[config.mk]
export PLATFORM = sky130hd
export DESIGN_NAME = bp_be_fe_replay_queue
export DESIGN_NICKNAME = d
export VERILOG_FILES = /design/src/rtl/bp_be_fe_replay_queue.sv
export SDC_FILE = /design/constraint.sdc
export NUM_CORES = 1
export LEC_CHECK = 0
export CORE_MARGIN = 1
export CORE_UTILIZATION = 59
export CTS_CLUSTER_SIZE = 8
export DETAILED_ROUTE_END_ITERATION = 7
export PLACE_DENSITY = 0.91
export SYNTH_ARGS = -nofsm -noshare
export SYNTH_HDL_FRONTEND = slang
export SYNTH_SLANG_ARGS = --single-unit
[constraint.sdc]
create_clock -name clk_i -period 19.5 [get_ports clk_i]
set_clock_uncertainty 0.15 [all_clocks]
set_input_delay 2.925 -clock clk_i [delete_from_list [all_inputs] [get_ports clk_i]]
set_output_delay 2.925 -clock clk_i [all_outputs]
set_load 0.03 [all_outputs]
[src/rtl/bp_be_fe_replay_queue.sv]
// bp_be_fe_replay_queue: FE packet queue that keeps issued entries until commit so they can be replayed.
module bp_be_fe_replay_queue #(
  parameter int els_p   = 8,
  parameter int width_p = 128
) (
  input  logic                    clk_i,
  input  logic                    reset_n_i,
  input  logic [width_p-1:0]      fe_queue_i,
  input  logic                    fe_queue_v_i,
  output logic                    fe_queue_ready_o,
  output logic [width_p-1:0]      fe_queue_o,
  output logic                    fe_queue_v_o,
  input  logic                    fe_queue_yumi_i,
  input  logic                    clr_v_i,
  input  logic                    deq_v_i,
  input  logic                    roll_v_i,
  output logic [$clog2(els_p):0]  count_o
);
  localparam int lg_lp = $clog2(els_p);
  localparam int pw_lp = lg_lp + 1;
  logic [width_p-1:0] r_mem [els_p];
  logic [lg_lp:0] r_wptr, r_rptr, r_cptr;
  logic [lg_lp:0] w_wptr_n, w_rptr_n, w_cptr_n;
  logic w_full, w_enq, w_iss;
  assign w_full = (r_wptr[lg_lp-1:0] == r_cptr[lg_lp-1:0]) && (r_wptr[lg_lp] != r_cptr[lg_lp]);
  assign fe_queue_ready_o = ~w_full;
  assign fe_queue_v_o = r_rptr != r_wptr;
  assign fe_queue_o = r_mem[r_rptr[lg_lp-1:0]];
  assign count_o = r_wptr - r_cptr;
  assign w_enq = fe_queue_v_i & ~w_full & ~clr_v_i;
  assign w_iss = fe_queue_yumi_i & ~clr_v_i & ~roll_v_i;
  // rewinds land on the commit pointer after any same-cycle commit
  always_comb begin
    w_cptr_n = r_cptr + pw_lp'(deq_v_i);
    w_rptr_n = (clr_v_i | roll_v_i) ? w_cptr_n : r_rptr + pw_lp'(w_iss);
    w_wptr_n = clr_v_i ? w_cptr_n : r_wptr + pw_lp'(w_enq);
  end
  always_ff @(posedge clk_i or negedge reset_n_i) begin
    if (!reset_n_i) begin
      r_wptr <= '0;
      r_rptr <= '0;
      r_cptr <= '0;
    end else begin
      r_wptr <= w_wptr_n;
      r_rptr <= w_rptr_n;
      r_cptr <= w_cptr_n;
    end
  end
  always_ff @(posedge clk_i) begin
    if (w_enq) r_mem[r_wptr[lg_lp-1:0]] <= fe_queue_i;
  end
  a_yumi_v: assert property (@(posedge clk_i) disable iff (!reset_n_i) fe_queue_yumi_i |-> fe_queue_v_o);
  a_deq_issued: assert property (@(posedge clk_i) disable iff (!reset_n_i) deq_v_i |-> (r_cptr != r_rptr));
endmodule

==> results of run 1 <==
[routing by layer]
layer / wire, µm / global-route usage (%)
met4: 2395 / 10.78
met5: 62 / 0
met3: 6532 / 6.335
met2: 47230 / 45.92
met1: 30820 / 31.27
[kinds of logic (layout without fill, tap and decap cells)]
| logic type | Yosys count | after routing | synth area share [%] |
|---|---|---|---|
| AO/OA/AOI/OAI | 3 | 3 | 0.03825 |
| XOR/XNOR | 13 | 13 | 0.2902 |
| adder cells (fa/ha/maj) | 10 | 10 | 0.3380 |
| buffers and inverters | 82 | 465 | 1.317 |
| flip-flops | 1036 | 1036 | 79.13 |
| multiplexers | 390 | 390 | 18.53 |
| other | 0 | 5 | 0 |
| AND/OR/NAND/NOR | 26 | 26 | 0.3508 |
[worst max-delay path by stage]
stage,to,depth (start not counted)
2_1_floorplan,r_mem[0][0],2
3_3_place_gp,fe_queue_o[118],5
3_5_place_dp,fe_queue_o[5],5
4_1_cts,fe_queue_o[5],5
5_1_grt,fe_queue_o[5],5
6_report,fe_queue_o[5],5
[power groups by stage]
stage                     clock [W]  combinational [W]  sequential [W]
final                       0.00223            0.00247         0.00278
after global placement            0            0.00241         0.00279
after CTS                   0.00226            0.00250         0.00278
after detailed placement          0            0.00245         0.00281
after floorplan                   0            0.00173         0.00278
after global routing        0.00234            0.00259         0.00279
[cells in the mapped netlist]
| cell | instances | area share (%) |
|---|---|---|
| a21oi_1 | 2 | 0.026 |
| and2_1 | 1 | 0.016 |
| buf_1 | 13 | 0.12 |
| buf_2 | 11 | 0.14 |
| buf_6 | 26 | 0.75 |
| clkbuf_1 | 24 | 0.23 |
| dfrtp_1 | 12 | 0.77 |
| edfxtp_1 | 1024 | 78 |
| fa_1 | 1 | 0.051 |
| ha_1 | 9 | 0.29 |
| inv_1 | 8 | 0.077 |
| mux2_2 | 132 | 3.8 |
| mux2i_1 | 2 | 0.051 |
| mux4_2 | 256 | 15 |
| nand2_1 | 2 | 0.019 |
| nand2b_1 | 1 | 0.016 |
| nand3_1 | 8 | 0.10 |
| nand3b_1 | 1 | 0.019 |
| nand4_1 | 1 | 0.016 |
| nor2_1 | 3 | 0.029 |
| nor3_1 | 4 | 0.051 |
| nor3b_1 | 1 | 0.019 |
| nor4_1 | 4 | 0.064 |
| o21ai_0 | 1 | 0.013 |
| xnor2_1 | 8 | 0.18 |
| xor2_1 | 5 | 0.11 |
[area by class of cell]
| class | count | area share, % |
|---|---|---|
| Sequential cell | 1036 | 66.44 |
| Timing Repair Buffer | 289 | 6.262 |
| Inverter | 8 | 0.06423 |
| Clock inverter | 11 | 0.3104 |
| Multi-Input combinational cell | 442 | 16.50 |
| Clock buffer | 157 | 8.085 |
| Tap cell | 864 | 2.312 |
| Antenna cell | 5 | 0.02676 |
[metrics by stage]
step / setup slack (ps) / util [%] / instance area [µm²] / power, W / std cells
final: 11440 / 71.11 / 46750 / 0.007477 / 2812
after detailed placement: 12200 / 65.12 / 42820 / 0.005262 / 2639
after floorplan: 3148 / - / 39240 / 0.004511 / 1560
after global routing: 11260 / 71.10 / 46750 / 0.007720 / 2809
after CTS: 11390 / 71.09 / 46740 / 0.007542 / 2807
after global placement: 12310 / 65.12 / 42820 / 0.005202 / 2639
[worst max-delay path, delay by kind of cell (launching register included)]
family / cells / cell delay [ps]
buf+inv: 3 / 2380
mux: 2 / 740
flops: 1 / 980
[registers in the layout, indices dropped and copies added, names as in the netlist]
signal / count
r_cptr: 4
r_mem: 1024
r_rptr: 4
r_wptr: 4
==> results.sh, run 1 <==
export IMPL_status="finished, final reports clean"
export IMPL_final_cell_mix="edfxtp_1, clkdlybuf4s50_1, mux4_2, clkbuf_16, mux2_2"
export IMPL_worst_slew_pin_transition_ps=1086
export IMPL_combPwrFrac_pct=33.1
export IMPL_min_from="r_cptr[2]"
export IMPL_grt_overflow_total=0
export IMPL_synth_seq_area_share_pct=79.13
export IMPL_syn_to_final_growth_pct=19.15
export IMPL_hold_buffers=0
export IMPL_maxSlewHeadroom_pct=27.57
export IMPL_die_w_um=259.9
export IMPL_reg2reg_slack_ps=16080
export IMPL_post_dp_hpwl_um=40870
export IMPL_final_common_cell="edfxtp_1"
export IMPL_worstHoldEndpoint="r_cptr[2]"
export IMPL_wirelength_um=87040
export IMPL_nets=2069
export IMPL_postSynthAreaPerCell_um2=25.15
export IMPL_drt_iter0_drc=1786
export IMPL_whs_ps=403.5
export IMPL_path_class="register to output port"
export IMPL_place_port_buffers=268
export IMPL_crit_slowest_cell="dfrtp_4"
export IMPL_crit_chain="buf_4, buf_4, mux4_2, mux2_2, clkdlybuf4s50_1"
export IMPL_synth_nets=1705
export IMPL_htreeDepth=4
export IMPL_setup_violations=0
export IMPL_firstDrtPassIters=5
export IMPL_seqPwrFrac_pct=37.2
export IMPL_die_area_um2=67540
export IMPL_clkPwrFrac_pct=29.8
export IMPL_path_common_cell="buf_4"
export IMPL_clkSinkCount=1036
export IMPL_chipHeight_um=259.9
export IMPL_io_pins=269
export IMPL_clkSlewWorstSetupHoldPaths_ps=50
export IMPL_rsz0062_at_grt="no"
export IMPL_clk_latency_ps=700
export IMPL_post_cts_setup_buffers=0
export IMPL_worstSetupStartpointType="register"
export IMPL_worst_setup_path_end_kind="output port"
export IMPL_vias_per_cell=6.425
export IMPL_initial_core_util_pct=59.68
export IMPL_syn_area_um2=39240
export IMPL_seq_area_um2=31060
export IMPL_final_period_minus_worst_setup_slack_ps=8057
export IMPL_cts_tree="done"
export IMPL_reg2reg_depth=6
export IMPL_reg2reg_to="r_mem[2][78]"
export IMPL_ys_seq_elements=1036
export IMPL_maxCapViolCount=0
export IMPL_grt_pass1_vias=19915
export IMPL_power_leakage_nw=14.86
export IMPL_tns_ps=0
export IMPL_cts_buffers=147
export IMPL_gp_congestion=0.7794
export IMPL_drive_gt1_share_pct=29.80
export IMPL_hold_viol_final=0
export IMPL_power_switching_share_pct=31.01
export IMPL_filler_cell_count=3452
export IMPL_p_int_w=0.005159
export IMPL_arrival_ps=4980
export IMPL_switchingPower_w=0.002318
export IMPL_crit_fanout=71
export IMPL_grt_usage_pct=26.26
export IMPL_grt_pass1_wl_um=126300
export IMPL_r2r_start="r_wptr[2]"
export IMPL_hold_depth=1
export IMPL_rows=94
export IMPL_antenna_left=0
export IMPL_fin_crit_sh_pct=41.32
export IMPL_peakVddDrop_mv=0.1371
export IMPL_worst_path_largest_cell_delay_ps=980
export IMPL_synth_distinct_cells=26
export IMPL_drc_errors=0
export IMPL_root_buffer="clkbuf_16"
export IMPL_yosys_warnings=0
export IMPL_synth_cells=1560
export IMPL_grt_max_degree=129
export IMPL_cp_startpoint="r_rptr[2]"
export IMPL_post_cts_resized=0
export IMPL_critPathRequiredTime_ps=16430
export IMPL_multi_input_area_um2=7716
export IMPL_max_freq_ghz=0.1241
export IMPL_hold_path_class="register to register"
export IMPL_clock_path_buffers=3
export IMPL_num_vias=18067
export IMPL_slew_viol_final=0
export IMPL_wl_per_cell_um=30.95
export IMPL_grt_antenna_before_repair=8
export IMPL_core_area_um2=65750
export IMPL_cellPowerDensity_nw_per_um2=159.9
No activity file was read; power rests on OpenSTA's default activity.
==> run 2, diff against run 1 <==
Clock period 19.5 ns to 7.9 ns, I/O delays scaled along.
==> run 2 against run 1 <==
  * Via count fell by 0.98%
  * Power rose by 150%
  * Sequential share of layout area fell by 0.27 points
  * Die area did not move
  * Flip-flop and latch count did not move
  * Clock power rose by 150%
  * Critical path type unchanged
  * Hold slack improved by 15 ps
  * Combinational power rose by 150%
  * Register-to-register slack got worse by 12000 ps
  * Count of clock-buffer cells in the layout rose by 8
  * Highest routed layer unchanged
==> results.sh, run 2 (synthesis gave the netlist of run 1 again) <==
export IMPL_grt_overflow_total=0
export IMPL_worst_setup_path_end_kind="output port"
export IMPL_root_buffer="clkbuf_16"
export IMPL_arrival_ps=4030
export IMPL_syn_to_final_growth_pct=19.64
export IMPL_gp_congestion=0.7518
export IMPL_maxCapViolCount=0
export IMPL_worst_slew_pin_transition_ps=1266
export IMPL_tns_ps=0
export IMPL_max_freq_ghz=0.1865
export IMPL_highest_layer="met5"
export IMPL_final_cell_mix="edfxtp_1, clkdlybuf4s50_1, mux4_2, clkbuf_16, mux2_2"
export IMPL_post_cts_setup_buffers=0
export IMPL_cts_tree="done"
export IMPL_wl_per_cell_um=29.60
export IMPL_chipHeight_um=259.9
export IMPL_peakVddDrop_mv=0.3178
export IMPL_post_dp_hpwl_um=38070
export IMPL_status="finished, final reports clean"
export IMPL_core_area_um2=65750
export IMPL_initial_core_util_pct=59.68
export IMPL_post_cts_resized=0
export IMPL_met2WireLength_um=44630
export IMPL_clk_latency_ps=700
export IMPL_htreeDepth=4
export IMPL_grt_usage_pct=25.22
export IMPL_grt_pass1_vias=19689
export IMPL_slew_viol_final=0
export IMPL_final_period_minus_worst_setup_slack_ps=5363
export IMPL_hold_buffers=0
export IMPL_largest_reg_flops=1024
export IMPL_wirelength_um=83440
export IMPL_critPathRequiredTime_ps=6570
export IMPL_clock_path_buffers=3
export IMPL_rsz0062_at_grt="no"
export IMPL_die_w_um=259.9
export IMPL_grt_max_degree=149
export IMPL_cellPowerDensity_nw_per_um2=393.9
export IMPL_worstSetupStartpointType="register"
export IMPL_p_total_w=0.01849
export IMPL_drc_errors=0
export IMPL_cts_buffers=147
export IMPL_nets=2065
export IMPL_final_common_cell="edfxtp_1"
export IMPL_wl_met3_um=5694
export IMPL_rows=94
export IMPL_hold_path_class="register to register"
export IMPL_whs_ps=418.0
export IMPL_vias_per_cell=6.346
export IMPL_clkSlewWorstSetupHoldPaths_ps=50
export IMPL_setup_violations=0
export IMPL_maxSlewHeadroom_pct=15.29
export IMPL_wl_met1_um=30780
export IMPL_crit_fanout=148
export IMPL_num_vias=17890
export IMPL_power_leakage_nw=14.90
export IMPL_grt_antenna_before_repair=12
export IMPL_fin_crit_sh_pct=67.88
export IMPL_path_class="register to output port"
export IMPL_final_core_util_pct=71.40
export IMPL_clkSinkCount=1036
export IMPL_drive_gt1_share_pct=29.67
export IMPL_antenna_left=0
export IMPL_hold_viol_final=0
export IMPL_place_port_buffers=268
export IMPL_drt_iter0_drc=1485
export IMPL_io_pins=269
export IMPL_grt_pass1_wl_um=122600
export IMPL_firstDrtPassIters=5
export IMPL_die_area_um2=67540
export IMPL_filler_cell_count=3479
run 2: cell count changes in the layout (fill, tap and decap cells not counted), sizes merged:
cell	previous run	this run
buf	21	17
clkbuf	157	165
clkinv	5	8
diode	5	7
inv	14	12
run 2: area by class of cell:
type	count	area, µm²	area share, %
flip-flops and latches	1036	31060	66.17
clock inverters	12	231.5	0.4931
well taps	864	1081	2.303
multi-input cells	442	7751	16.51
inverters	8	30.03	0.06397
clock buffers	165	3810	8.116
diodes	7	17.52	0.03732
repair buffers	285	2960	6.306
run 2: worst paths after layout:
kind | from | end | slack, ps | depth (start not counted)
min in group asynchronous | reset_n_i | r_rptr[1] | 710 | 1
max in group asynchronous | reset_n_i | r_rptr[0] | 6440 | 1
setup / recovery | r_rptr[2] | fe_queue_o[79] | 2540 | 4
hold / removal | r_cptr[2] | r_cptr[2] | 420 | 1
setup reg to reg | r_wptr[2] | r_mem[7][45] | 4200 | 5
hold reg to reg | r_cptr[2] | r_cptr[2] | 420 | 1
run 2: stage by stage:
step | std cells | instance area [µm²] | setup WS [ps]
after floorplan | 1560 | 39260 | -3150
after global placement | 2635 | 42880 | 3406
after detailed placement | 2635 | 42880 | 3358
after CTS | 2812 | 46930 | 2560
after global routing | 2816 | 46940 | 2478
final | 2819 | 46940 | 2537
run 2: metal layers:
layer | GRT usage [%] | up-vias
met1 | 30.23 | 9540
met2 | 43.85 | 787
li1 | - | 7378
met4 | 9.461 | 12
met3 | 6.686 | 173
met5 | 0 | -
run 2: critical path, cell delays in order (launching register included):
cell             delay, ps
dfrtp_4               1000
buf_12                 600
mux4_2                 460
mux2_2                 300
clkdlybuf4s50_1        620
run 2: where the power goes:
part           switching, W  internal [W]
Clock               0.00217       0.00338
Combinational       0.00322       0.00286
Sequential         0.000321       0.00654
Total               0.00571        0.0128
